`config.mk`:
```
export PLATFORM = sky130hd
export DESIGN_NAME = frame_check_sequence_inserter
export DESIGN_NICKNAME = d
export VERILOG_FILES = /design/src/rtl/frame_check_sequence_pkg.sv /design/src/rtl/frame_check_sequence_generator.sv /design/src/rtl/frame_check_sequence_inserter.sv
export SDC_FILE = /design/constraint.sdc
export NUM_CORES = 1
export LEC_CHECK = 0
export CORE_MARGIN = 2
export CORE_UTILIZATION = 59
export CTS_CLUSTER_SIZE = 28
export DETAILED_ROUTE_END_ITERATION = 12
export PLACE_DENSITY = 0.81
export SLEW_MARGIN = 40
export SYNTH_ARGS = -nofsm -noshare
export SYNTH_HDL_FRONTEND = slang
export SYNTH_SLANG_ARGS = --single-unit
```
`constraint.sdc`:
```
create_clock -name clock -period 4.05 [get_ports clock]
set_clock_uncertainty 0.1 [all_clocks]
set_input_delay 0.405 -clock clock [delete_from_list [all_inputs] [get_ports clock]]
set_output_delay 0.405 -clock clock [all_outputs]
set_load 0.03 [all_outputs]
```
`src/rtl/frame_check_sequence_pkg.sv`:
```
// Shared types and constants for the frame check sequence inserter.
// Holds the FSM encoding and a byte-wide reflected CRC-32 step.
package frame_check_sequence_pkg;

    typedef enum logic [1:0] {
        S_PAYLOAD  = 2'd0,
        S_PAD      = 2'd1,
        S_WAIT_FCS = 2'd2,
        S_FCS      = 2'd3
    } fcs_state_e;

    localparam int          FCS_BYTES = 4;
    localparam logic [7:0]  PAD_BYTE  = 8'h00;
    localparam logic [31:0] CRC_POLY  = 32'hEDB88320;
    localparam logic [31:0] CRC_INIT  = 32'hFFFFFFFF;

    // One byte of the LSB-first Ethernet CRC-32 update.
    function automatic logic [31:0] crc32_byte(
        input logic [31:0] crc,
        input logic [7:0]  data
    );
        logic [31:0] c;
        c = crc ^ {24'h0, data};
        for (int i = 0; i < 8; i++) begin
            c = c[0] ? ((c >> 1) ^ CRC_POLY) : (c >> 1);
        end
        return c;
    endfunction

endpackage

```
`src/rtl/frame_check_sequence_generator.sv`:
```
// CRC-32 generator: accumulates bytes, reports the wire-order FCS
// two cycles after the last byte, then rearms for the next frame.
module frame_check_sequence_generator
    import frame_check_sequence_pkg::*;
(
    input  logic        clock,
    input  logic        reset_n,
    input  logic [7:0]  data,
    input  logic        data_enable,
    input  logic        data_last,
    output logic [31:0] checksum,
    output logic        checksum_valid
);

    logic [31:0] crc_q, crc_d;
    logic [31:0] fin_q, fin_d;
    logic [31:0] sum_q, sum_d;
    logic        last_q, last_d;
    logic        valid_q, valid_d;
    logic [31:0] crc_next;
    logic [31:0] inv;

    // Byte update, final-value capture and byte-swapped result stage.
    always_comb begin
        crc_next = crc32_byte(crc_q, data);
        crc_d    = crc_q;
        fin_d    = fin_q;
        last_d   = data_enable & data_last;
        if (data_enable) begin
            crc_d = data_last ? CRC_INIT : crc_next;
            if (data_last) begin
                fin_d = crc_next;
            end
        end
        inv     = ~fin_q;
        sum_d   = sum_q;
        valid_d = last_q;
        if (last_q) begin
            sum_d = {inv[7:0], inv[15:8], inv[23:16], inv[31:24]};
        end
    end

    // State registers with synchronous active-low reset.
    always_ff @(posedge clock) begin
        if (!reset_n) begin
            crc_q   <= CRC_INIT;
            fin_q   <= '0;
            sum_q   <= '0;
            last_q  <= 1'b0;
            valid_q <= 1'b0;
        end else begin
            crc_q   <= crc_d;
            fin_q   <= fin_d;
            sum_q   <= sum_d;
            last_q  <= last_d;
            valid_q <= valid_d;
        end
    end

    assign checksum       = sum_q;
    assign checksum_valid = valid_q;

endmodule

```
`src/rtl/frame_check_sequence_inserter.sv`:
```
// Passes payload bytes through, zero-pads short frames, then appends
// the 4-byte CRC-32 FCS and counts completed frames.
module frame_check_sequence_inserter
    import frame_check_sequence_pkg::*;
#(
    parameter int MIN_FRAME_BYTES = 60
) (
    input  logic        clock,
    input  logic        reset_n,
    input  logic [7:0]  in_data,
    input  logic        in_valid,
    input  logic        in_last,
    output logic        in_ready,
    output logic [7:0]  out_data,
    output logic        out_valid,
    output logic        out_last,
    input  logic        out_ready,
    output logic [31:0] frames_sent
);

    localparam logic [16:0] MIN_LEN  = 17'(MIN_FRAME_BYTES);
    localparam logic [1:0]  LAST_IDX = 2'(FCS_BYTES - 1);

    fcs_state_e  state_q, state_d;
    logic [15:0] count_q, count_d;
    logic [1:0]  index_q, index_d;
    logic [31:0] fcs_q, fcs_d;
    logic [31:0] frames_q, frames_d;

    logic [16:0] count_inc;
    logic        min_reached;
    logic        xfer;
    logic [31:0] fcs_shift;
    logic        gen_en;
    logic        gen_last;
    logic [31:0] gen_sum;
    logic        gen_valid;

    // Output stage: steer data/valid/ready by state, quiet during reset.
    always_comb begin
        count_inc   = {1'b0, count_q} + 17'd1;
        min_reached = count_inc >= MIN_LEN;
        fcs_shift   = fcs_q << {index_q, 3'b000};
        out_data    = PAD_BYTE;
        out_valid   = 1'b0;
        out_last    = 1'b0;
        in_ready    = 1'b0;
        unique case (state_q)
            S_PAYLOAD: begin
                out_data  = in_data;
                out_valid = in_valid;
                in_ready  = out_ready;
            end
            S_PAD: begin
                out_data  = PAD_BYTE;
                out_valid = 1'b1;
            end
            S_WAIT_FCS: begin
                out_valid = 1'b0;
            end
            S_FCS: begin
                out_data  = fcs_shift[31:24];
                out_valid = 1'b1;
                out_last  = index_q == LAST_IDX;
            end
        endcase
        if (!reset_n) begin
            out_valid = 1'b0;
            out_last  = 1'b0;
            in_ready  = 1'b0;
        end
        xfer = out_valid & out_ready;
    end

    // Frame sequencing: byte count, padding, FCS capture and emission.
    always_comb begin
        state_d  = state_q;
        count_d  = count_q;
        index_d  = index_q;
        fcs_d    = fcs_q;
        frames_d = frames_q;
        gen_en   = 1'b0;
        gen_last = 1'b0;
        unique case (state_q)
            S_PAYLOAD: begin
                if (xfer) begin
                    gen_en  = 1'b1;
                    count_d = (&count_q) ? count_q : count_inc[15:0];
                    if (in_last) begin
                        if (min_reached) begin
                            gen_last = 1'b1;
                            state_d  = S_WAIT_FCS;
                        end else begin
                            state_d = S_PAD;
                        end
                    end
                end
            end
            S_PAD: begin
                if (xfer) begin
                    gen_en  = 1'b1;
                    count_d = (&count_q) ? count_q : count_inc[15:0];
                    if (min_reached) begin
                        gen_last = 1'b1;
                        state_d  = S_WAIT_FCS;
                    end
                end
            end
            S_WAIT_FCS: begin
                if (gen_valid) begin
                    fcs_d   = gen_sum;
                    index_d = 2'd0;
                    state_d = S_FCS;
                end
            end
            S_FCS: begin
                if (xfer) begin
                    index_d = index_q + 2'd1;
                    if (index_q == LAST_IDX) begin
                        frames_d = frames_q + 32'd1;
                        count_d  = '0;
                        state_d  = S_PAYLOAD;
                    end
                end
            end
        endcase
    end

    // State registers with synchronous active-low reset.
    always_ff @(posedge clock) begin
        if (!reset_n) begin
            state_q  <= S_PAYLOAD;
            count_q  <= '0;
            index_q  <= '0;
            fcs_q    <= '0;
            frames_q <= '0;
        end else begin
            state_q  <= state_d;
            count_q  <= count_d;
            index_q  <= index_d;
            fcs_q    <= fcs_d;
            frames_q <= frames_d;
        end
    end

    frame_check_sequence_generator u_gen (
        .clock          (clock),
        .reset_n        (reset_n),
        .data           (out_data),
        .data_enable    (gen_en),
        .data_last      (gen_last),
        .checksum       (gen_sum),
        .checksum_valid (gen_valid)
    );

    assign frames_sent = frames_q;

endmodule
```
==> qor.txt <==
Sw Share = 28.7%
Ys Warns = 0
Worst-Skew Late Latency = 0.43 ns
largest net degree at the start of global routing = 82
Initial Util = 60.9%
Die X = 124 µm
fmax = 0.294 GHz
grt met1 use = 36.9%
root buffer cell = clkbuf_16
Comb pwr share = 23.8%
CTS tree = done
H-Tree Level Count = 4
sequential power share = 40.6%
WL final = 19.4 mm
crit path capture type = output pin
postcts setup bufs = 0
clock share of power = 35.6%
M2 GR Usage = 40.9%
status = finished clean
Core Rows = 43
crit share post-route = 84.0%
Yosys cell types = 58
worst slew pin tran = 0.727 ns
leading area contributor after synthesis = dfxtp_1
Synth top area share = 42.8%
gr usage total = 26.6%
iteration-0 DRC count of the detailed router = 611
DRC = 0
fin nets = 985
vias in the first global route = 6311
# IOs = 56
Syn-to-layout area delta = 14.7%
critical path type = flip-flop to output pin
busiest grt layer = met2
Port-buffer cells = 55
first-pass GRT wire length = 31.7 mm
maximum vdd drop = 0.000349 V
Critical Path RT = 3.54 ns
setup violators final = 0
power density over the cells = 466 mW/mm²
sequential share of the synthesized area = 42.8%
Post-Route Setup TNS = 0 ns
Synth Flop Type = dfxtp_1
Post-synth EDFFs = 0
synthesized-area fraction occupied by adder cells = 1.17%
met3 Use GR = 6.36%
type of origin of the critical path = flip-flop
main combinational cell family by area after synthesis = simple AND/OR/NAND/NOR gates
synthesized area per cell = 9.09 µm²
layout cell share with drive strength beyond 1 = 7.78%
grt ovf = 0
Int Power = 3.25 mW
largest fanout on the critical path = 11
min cycle time layout = 3.40 ns
Slew Limit Fails = 0
RSZ-0062 raised after global routing = false
cells after synthesis = 937
Via-to-Cell Ratio = 5.87
DP HPWL = 12.5 mm
# resized after CTS = 0
Via Count = 6786
CTS max path bufs = 2
syn nets = 958
CTS Buf Count = 17
CTS sink cnt = 182
Core ar. = 0.0140 mm²
Hold-fix buffers, CTS = 0
P_leak = 3.55 nW
Synth area leaders = dfxtp_1, nand2_1, mux2i_1
mux cell area share after synthesis = 5.76%
Die Span Y = 124 µm
Die ar. = 0.0154 mm²
clk slew on worst S/H paths = 0.07 ns
Post-Synth XOR/XNOR Area = 13.8%
final hold vios = 0
share of flip-flops with an asynchronous set or reset = 0%
average wire per standard cell = 16.8 µm
Cell Area, Synth = 0.00852 mm²
relative slew slack = 51.1%
Final Wtd Congestion = 0.895
min-delay worst type = flip-flop to flip-flop
initial antenna violation count = 0
maxcap violations = 0
antenna viol nets, final = 0
WHS = 0.332 ns
Ant. Diodes = 0
Compound-Gate Fraction of Synth Area = 14.6%
critical path data arrival time = 2.90 ns
Pre-Repair DR Iteration Count = 5
simple-gate share of the synthesized area = 17.8%
Psw = 1.31 mW
FF+latch count, synth = 182
-- metrics by stage --
stage	total power, mW	util (%)	std cells	worst slack [ns]	area (µm²)
floorplan	2.70	-	937	1.07	8520
global placement	2.94	65.6	1124	0.878	9170
detailed placement	2.95	65.6	1124	0.746	9180
CTS	4.57	69.7	1156	0.641	9760
global route	4.72	69.8	1157	0.475	9770
finish	4.56	69.8	1157	0.649	9770
-- area by class of cell --
type / count / area [µm²]
Tap cell: 180 / 225
Clock inverter: 9 / 90.1
Clock buffer: 23 / 488
Inverter: 23 / 87.6
Multi-Input combinational cell: 671 / 4550
Fill cell: 1070 / 4220
Timing Repair Buffer: 69 / 683
Sequential cell: 182 / 3650
-- synth_stat cells (all sizes together), types with 3 or more instances --
master	count
nor2b	5
o211ai	29
nand2b	3
inv	23
ha	8
a21oi	59
o21ai	18
buf	21
mux2i	49
nor2	83
nand2	156
and2	9
xnor3	16
nand3	19
nand4	12
dfxtp	182
a31oi	8
o22ai	10
and3	8
xnor2	57
nor4	5
or3	13
and4	7
nor3	13
a211oi	35
a311oi	8
clkbuf	40
xor2	17
-- sequential cells by signal (all words and copies together), names as in the netlist --
signal	cells
count_q	16
fcs_q	32
frames_sent	32
index_q	2
state_q	2
u_gen.checksum	32
u_gen.checksum_valid	1
u_gen.crc_q	32
u_gen.fin_q	32
u_gen.last_q	1
-- cells by family after synthesis --
family                     after synthesis
AOI/OAI and AO/OA                      185
xor gates and xnor gates                92
DFF                                    182
adders and majority gates                8
muxes                                   49
buffers and inverters                   84
and+or+nand+nor                        337
-- power by group through the flow --
stage                     Clock (mW)  Sequential [mW]  Combinational (mW)
after floorplan                    0             1.88               0.815
after global placement             0             1.89                1.05
after detailed placement           0             1.89                1.06
after CTS                       1.65             1.85                1.07
after global routing            1.72             1.85                1.15
final                           1.62             1.85                1.08
-- routing by layer --
layer	vias to the layer above	wire length [µm]
met2	192	8800
met3	28	1150
met4	0	332
met5	-	0
li1	3310	-
met1	3256	9130
-- final timing paths --
kind                                       from                 to  slack (ns)  cells past startpoint
worst min-delay path            u_gen.fin_q[16]  u_gen.checksum[8]        0.33                      1
worst min register to register  u_gen.fin_q[16]  u_gen.checksum[8]        0.33                      1
worst max register to register       state_q[1]    u_gen.crc_q[26]        0.67                      8
worst max-delay path                 state_q[1]        out_data[3]        0.65                      6
-- worst max-delay path, stage by stage (launching register included) --
cell and delay (ns):
dfxtp_1 0.38, ha_1 0.42, or3b_1 0.55, o22ai_1 0.19
a21oi_1 0.11, inv_1 0.13, clkdlybuf4s50_1 0.68
-- cell usage in the layout, fill, tap and decap left out, types with 4 or more instances in the layout --
cell type and n:
a211oi_1 35, and3_1 8, xor2_1 16, nor4_1 4
clkdlybuf4s50_1 53, o22ai_1 9, mux2i_1 49, or3_1 13
nor2b_1 5, ha_1 8, a311oi_1 8, nor3_1 13
dfxtp_1 181, and4_1 7, a31oi_1 8, clkbuf_16 17
xnor2_2 10, o21ai_0 17, and2_1 9, inv_1 22
buf_4 13, xnor3_1 16, clkbuf_8 4, o211ai_1 28
nand2_1 156, a21oi_1 57, nor2_1 80, nand3_1 19
nand4_1 12, xnor2_1 45
Note: power is estimated with default switching activity, not from simulation.
==> edit 1, RTL diff (same flow settings) <==
`sum_q` no longer has a reset.
--- a/src/rtl/frame_check_sequence_generator.sv
+++ b/src/rtl/frame_check_sequence_generator.sv
@@ -45,16 +45,18 @@
         if (!reset_n) begin
             crc_q   <= CRC_INIT;
             fin_q   <= '0;
-            sum_q   <= '0;
             last_q  <= 1'b0;
             valid_q <= 1'b0;
         end else begin
             crc_q   <= crc_d;
             fin_q   <= fin_d;
-            sum_q   <= sum_d;
             last_q  <= last_d;
             valid_q <= valid_d;
         end
+    end
+
+    always_ff @(posedge clock) begin
+        sum_q <= sum_d;
     end
 
     assign checksum       = sum_q;
Behaviour: no difference found for any inputs over 10 cycles, from zero or initial values and one cycle with reset_n low; that may be too few to reach the edited logic, so the function may still have changed.
==> edit 1 against the unedited design <==
  * Sequential cell count is the same
  * Wire length down 5.9%
  * Utilization up 0.054 points
  * Cell count fell by 3.4%
  * Cell area barely moved
  * Global-route usage down 2.1 points
  * Register-to-register slack better by 0.08 ns
  * Area after synthesis is 0.32% lower
  * Worst setup slack got worse by 0.10 ns
Power is not compared: it rests on default switching activity, and its combinational part moved more than twofold at a synthesized area within 25%.
==> edit 1: results (changes against the unedited design) <==
GRT
  • Tot GR Track Use: 24.6% (-2.1 points)
  • First-pass GRT wire length: 29.1 mm (-8.2%)
  • Largest net degree at the start of global routing: 86 (+4.9%)

Logic synthesis
  • Post-synthesis compound-gate area fraction: 10.0% (-4.6 points)
  • Synth Area in XOR/XNOR: 14.9% (+1.1 points)
  • Seq/Total Area, Yosys: 46.7% (+3.9 points)
  • Syn_area_per_cell: 9.60 µm² (+5.5%)
  • Synth top area cells: dfxtp_1, edfxtp_1, nand2_1
  • Number of distinct library cells after synthesis: 55 (-5.2%)
  • Net count after synthesis: 906 (-5.4%)
  • Number of flops mapped to enable cells by yosys: 32 (+32)
  • Proportion of synthesized area in mux cells: 6.03% (+0.27 points)
  • Adder-cell share of the synthesized area: 1.18% (+0.0038 points)

Drt
  • Via count: 6342 (-6.5%)
  • Met2 Routed Length: 8.43 mm (-4.3%)
  • DRT met1 WL: 8.42 mm (-7.8%)
  • Wire per inst: 16.3 µm (-2.6%)
  • First DRT Iteration DRCs: 597 (-2.3%)
  • Routed length on met3: 1.02 mm (-11%)
  • DR vias/cell: 5.67 (-3.3%)

Min path
  • HP Start: u_gen.fin_q[3]

Placed design
  • Dpl hpwl: 11.9 mm (-4.6%)
  • Placed insts: 1086 (-3.4%)
  • Post-place setup slack: 0.784 ns (+0.0378 ns)
  • Final Wtd Congestion: 0.900 (+0.63%)

Cells and area
  • Layout net count: 946 (-4.0%)
  • Share of layout cells above drive strength 1: 7.68% (-0.10 points)

Timing
  • Max_slew headroom: 55.7% (+4.6 points)

Outcome
  • Status: finished, final reports clean
-- edit 1: cell count changes after synthesis, sizes merged, moves of 6 or more --
cell / unedited run / this run
a211oi: 35 / 2
dfxtp: 182 / 150
edfxtp: 0 / 32
inv: 23 / 48
nor2: 83 / 62
xor2: 17 / 28
buf: 21 / 13
a311oi: 8 / 1
nand2: 156 / 150
-- edit 1: layout make-up --
cell class | count | area (µm²) | share of cell area (%)
Inverter | 48 | 180 | 1.84
Tap cell | 180 | 225 | 2.30
Sequential cell | 182 | 3960 | 40.5
Timing Repair Buffer | 71 | 674 | 6.90
Clock inverter | 8 | 85.1 | 0.870
Clock buffer | 24 | 502 | 5.13
Multi-Input combinational cell | 605 | 4150 | 42.4
-- edit 1: kinds of logic after synthesis --
group,Yosys count
muxes,51
buffers and inverters,98
adders and majority gates,8
xor gates and xnor gates,98
DFF,182
AOI/OAI and AO/OA,137
and+or+nand+nor,311
-- edit 1: power by group through the flow --
stage | combinational (mW) | clock [mW] | sequential, mW
after floorplan | 2.17 | 0 | 2.02
after global routing | 2.88 | 1.73 | 2.01
final | 2.71 | 1.64 | 2.00
after detailed placement | 2.69 | 0 | 2.04
after global placement | 2.65 | 0 | 2.04
after CTS | 2.71 | 1.66 | 2.00
-- edit 1: final timing paths --
check,to,slack [ns],depth (start not counted)
hold / removal,u_gen.checksum[27],0.35,1
setup / recovery,out_data[1],0.55,6
setup reg to reg,u_gen.crc_q[27],0.75,8
hold reg to reg,u_gen.checksum[27],0.35,1
-- edit 1: metal layers --
metal	vias to the layer above	GRT usage, %
li1	3116	-
met1	3015	34.8
met2	179	37.8
met3	32	4.49
met4	0	9.13
met5	-	0
==> edit 2, RTL diff (config.mk and constraints unchanged) <==
Without the edit above. Change the parameter `MIN_FRAME_BYTES` from 60 to 32.
--- a/src/rtl/frame_check_sequence_inserter.sv
+++ b/src/rtl/frame_check_sequence_inserter.sv
@@ -3,7 +3,7 @@
 module frame_check_sequence_inserter
     import frame_check_sequence_pkg::*;
 #(
-    parameter int MIN_FRAME_BYTES = 60
+    parameter int MIN_FRAME_BYTES = 32
 ) (
     input  logic        clock,
     input  logic        reset_n,
Function: same outputs for any inputs over 10 cycles, from zero or initial values and one cycle with reset_n low; that may be too few to reach the edited logic, so the function may still have changed.
==> edit 2 against the unedited design <==
  * Non-clock buffer count shrank 1
  * Via count shrank 0.63%
  * Critical path depth is the same
  * Cell count shrank 0.52%
  * Largest cell class unchanged
  * Wire length shrank 1.7%
  * Maximum frequency shrank 2.8%
  * Critical path type unchanged
  * Area after synthesis shrank 2.1%
  * Cell area shrank 2.0%
  * Total power grew 6.2%
  * Worst setup slack lost 0.10 ns
  * Sequential cell count is the same
==> edit 2: results (changes against the unedited design) <==
GRT
  • Vias in the first global route: 6064 (-3.9%)
  • Tot GR Track Use: 26.2% (-0.39 points)
  • Largest net degree at the start of global routing: 66 (-20%)
  • First-pass GRT wire length: 30.9 mm (-2.5%)

CTS
  • Depth of the CTS H-tree: 4 (unchanged)
  • CTS root buf: clkbuf_16

Placed design
  • Final Wtd Congestion: 0.830 (-7.2%)
  • Post-place setup slack: 0.673 ns (-0.0732 ns)
  • Placed insts: 1118 (-0.53%)
  • Dpl cell area: 8960 µm² (-2.3%)

Drt
  • Wire per inst: 16.6 µm (-1.2%)
  • Via count: 6743 (-0.63%)
  • First DRT Iteration DRCs: 546 (-11%)
  • 1st-pass router iterations: 5 (unchanged)

Timing
  • Final hold slack: 0.335 ns (+0.00257 ns)
  • Max_slew headroom: 53.0% (+1.9 points)
  • Final cycle utilization of the critical path: 86.4% (+2.5 points)

Logic synthesis
  • Post-synthesis compound-gate area fraction: 15.4% (+0.82 points)
  • Synthesized instance count: 929 (-0.85%)
  • Synth Area in XOR/XNOR: 14.3% (+0.53 points)
  • Seq/Total Area, Yosys: 43.7% (+0.90 points)
  • Post-synth top cells: dfxtp_1, nand2_1, nor2_1
  • Adder-cell share of the synthesized area: 1.20% (+0.025 points)
  • Number of distinct library cells after synthesis: 61 (+5.2%)
  • Synth top area cells: dfxtp_1, nand2_1, xnor3_1
  • Proportion of synthesized area in mux cells: 2.17% (-3.6 points)

Worst setup path
  • Arr. time, crit path: 3.00 ns (+0.10 ns)
  • Worst Setup EP: out_data[2]
  • R2R Setup Slk: 0.61 ns (-0.06 ns)
  • Delay-heaviest family, CP: buffers and inverters
  • RR Endpoint: u_gen.crc_q[19]
  • Crit-path max FO: 14 (+3)
  • Critical path launch point: state_q[0]

Outcome
  • Status: finished, final reports clean

Power
  • P_leak: 3.56 nW (+0.15%)
  • P per Cell Area: 505 nW/µm² (+8.3%)
  • Comb power: 1.33 mW (+23%)
  • Worst vdd rail ir drop: 0.342 mV (-1.9%)

Cells and area
  • Layout net count: 979 (-0.61%)
  • Non-Filler Instances: 1151 (-0.52%)
  • Share of layout cells above drive strength 1: 7.52% (-0.26 points)

Min path
  • Worst Hold End: u_gen.checksum[6]
==> edit 2: changes by cell type after synthesis, moves of 8 or more <==
cell     change
nand3_1     +40
nand2_1     -37
mux2i_1     -32
o21ai_0     +28
nor2_1      +10
xor2_1       +8
==> edit 2: worst register-to-register path, cell delays in order (launching register included) <==
cell and delay [ns]:
dfxtp_1 0.37, ha_1 0.45, or3b_1 0.56, o22ai_1 0.18, a21oi_1 0.10, xnor2_2 0.43
xnor3_1 0.58, xnor3_1 0.39, o211ai_1 0.19
==> edit 2: routing by layer <==
metal  vias to the layer above  share of wire, %  track usage (%)
met1                      3189                46             36.3
met4                         0               1.9             8.62
met3                        33               6.4             5.90
li1                       3301                 -                -
met5                         -                 0                0
met2                       220                46             40.7
==> edit 2: cell type report <==
cell class                      count  area [µm²]
Clock inverter                      8        86.3
Tap cell                          180         225
Sequential cell                   182        3650
Inverter                           17        65.1
Clock buffer                       24         512
Multi-Input combinational cell    672        4390
Fill cell                        1041        4250
Timing Repair Buffer               68         651
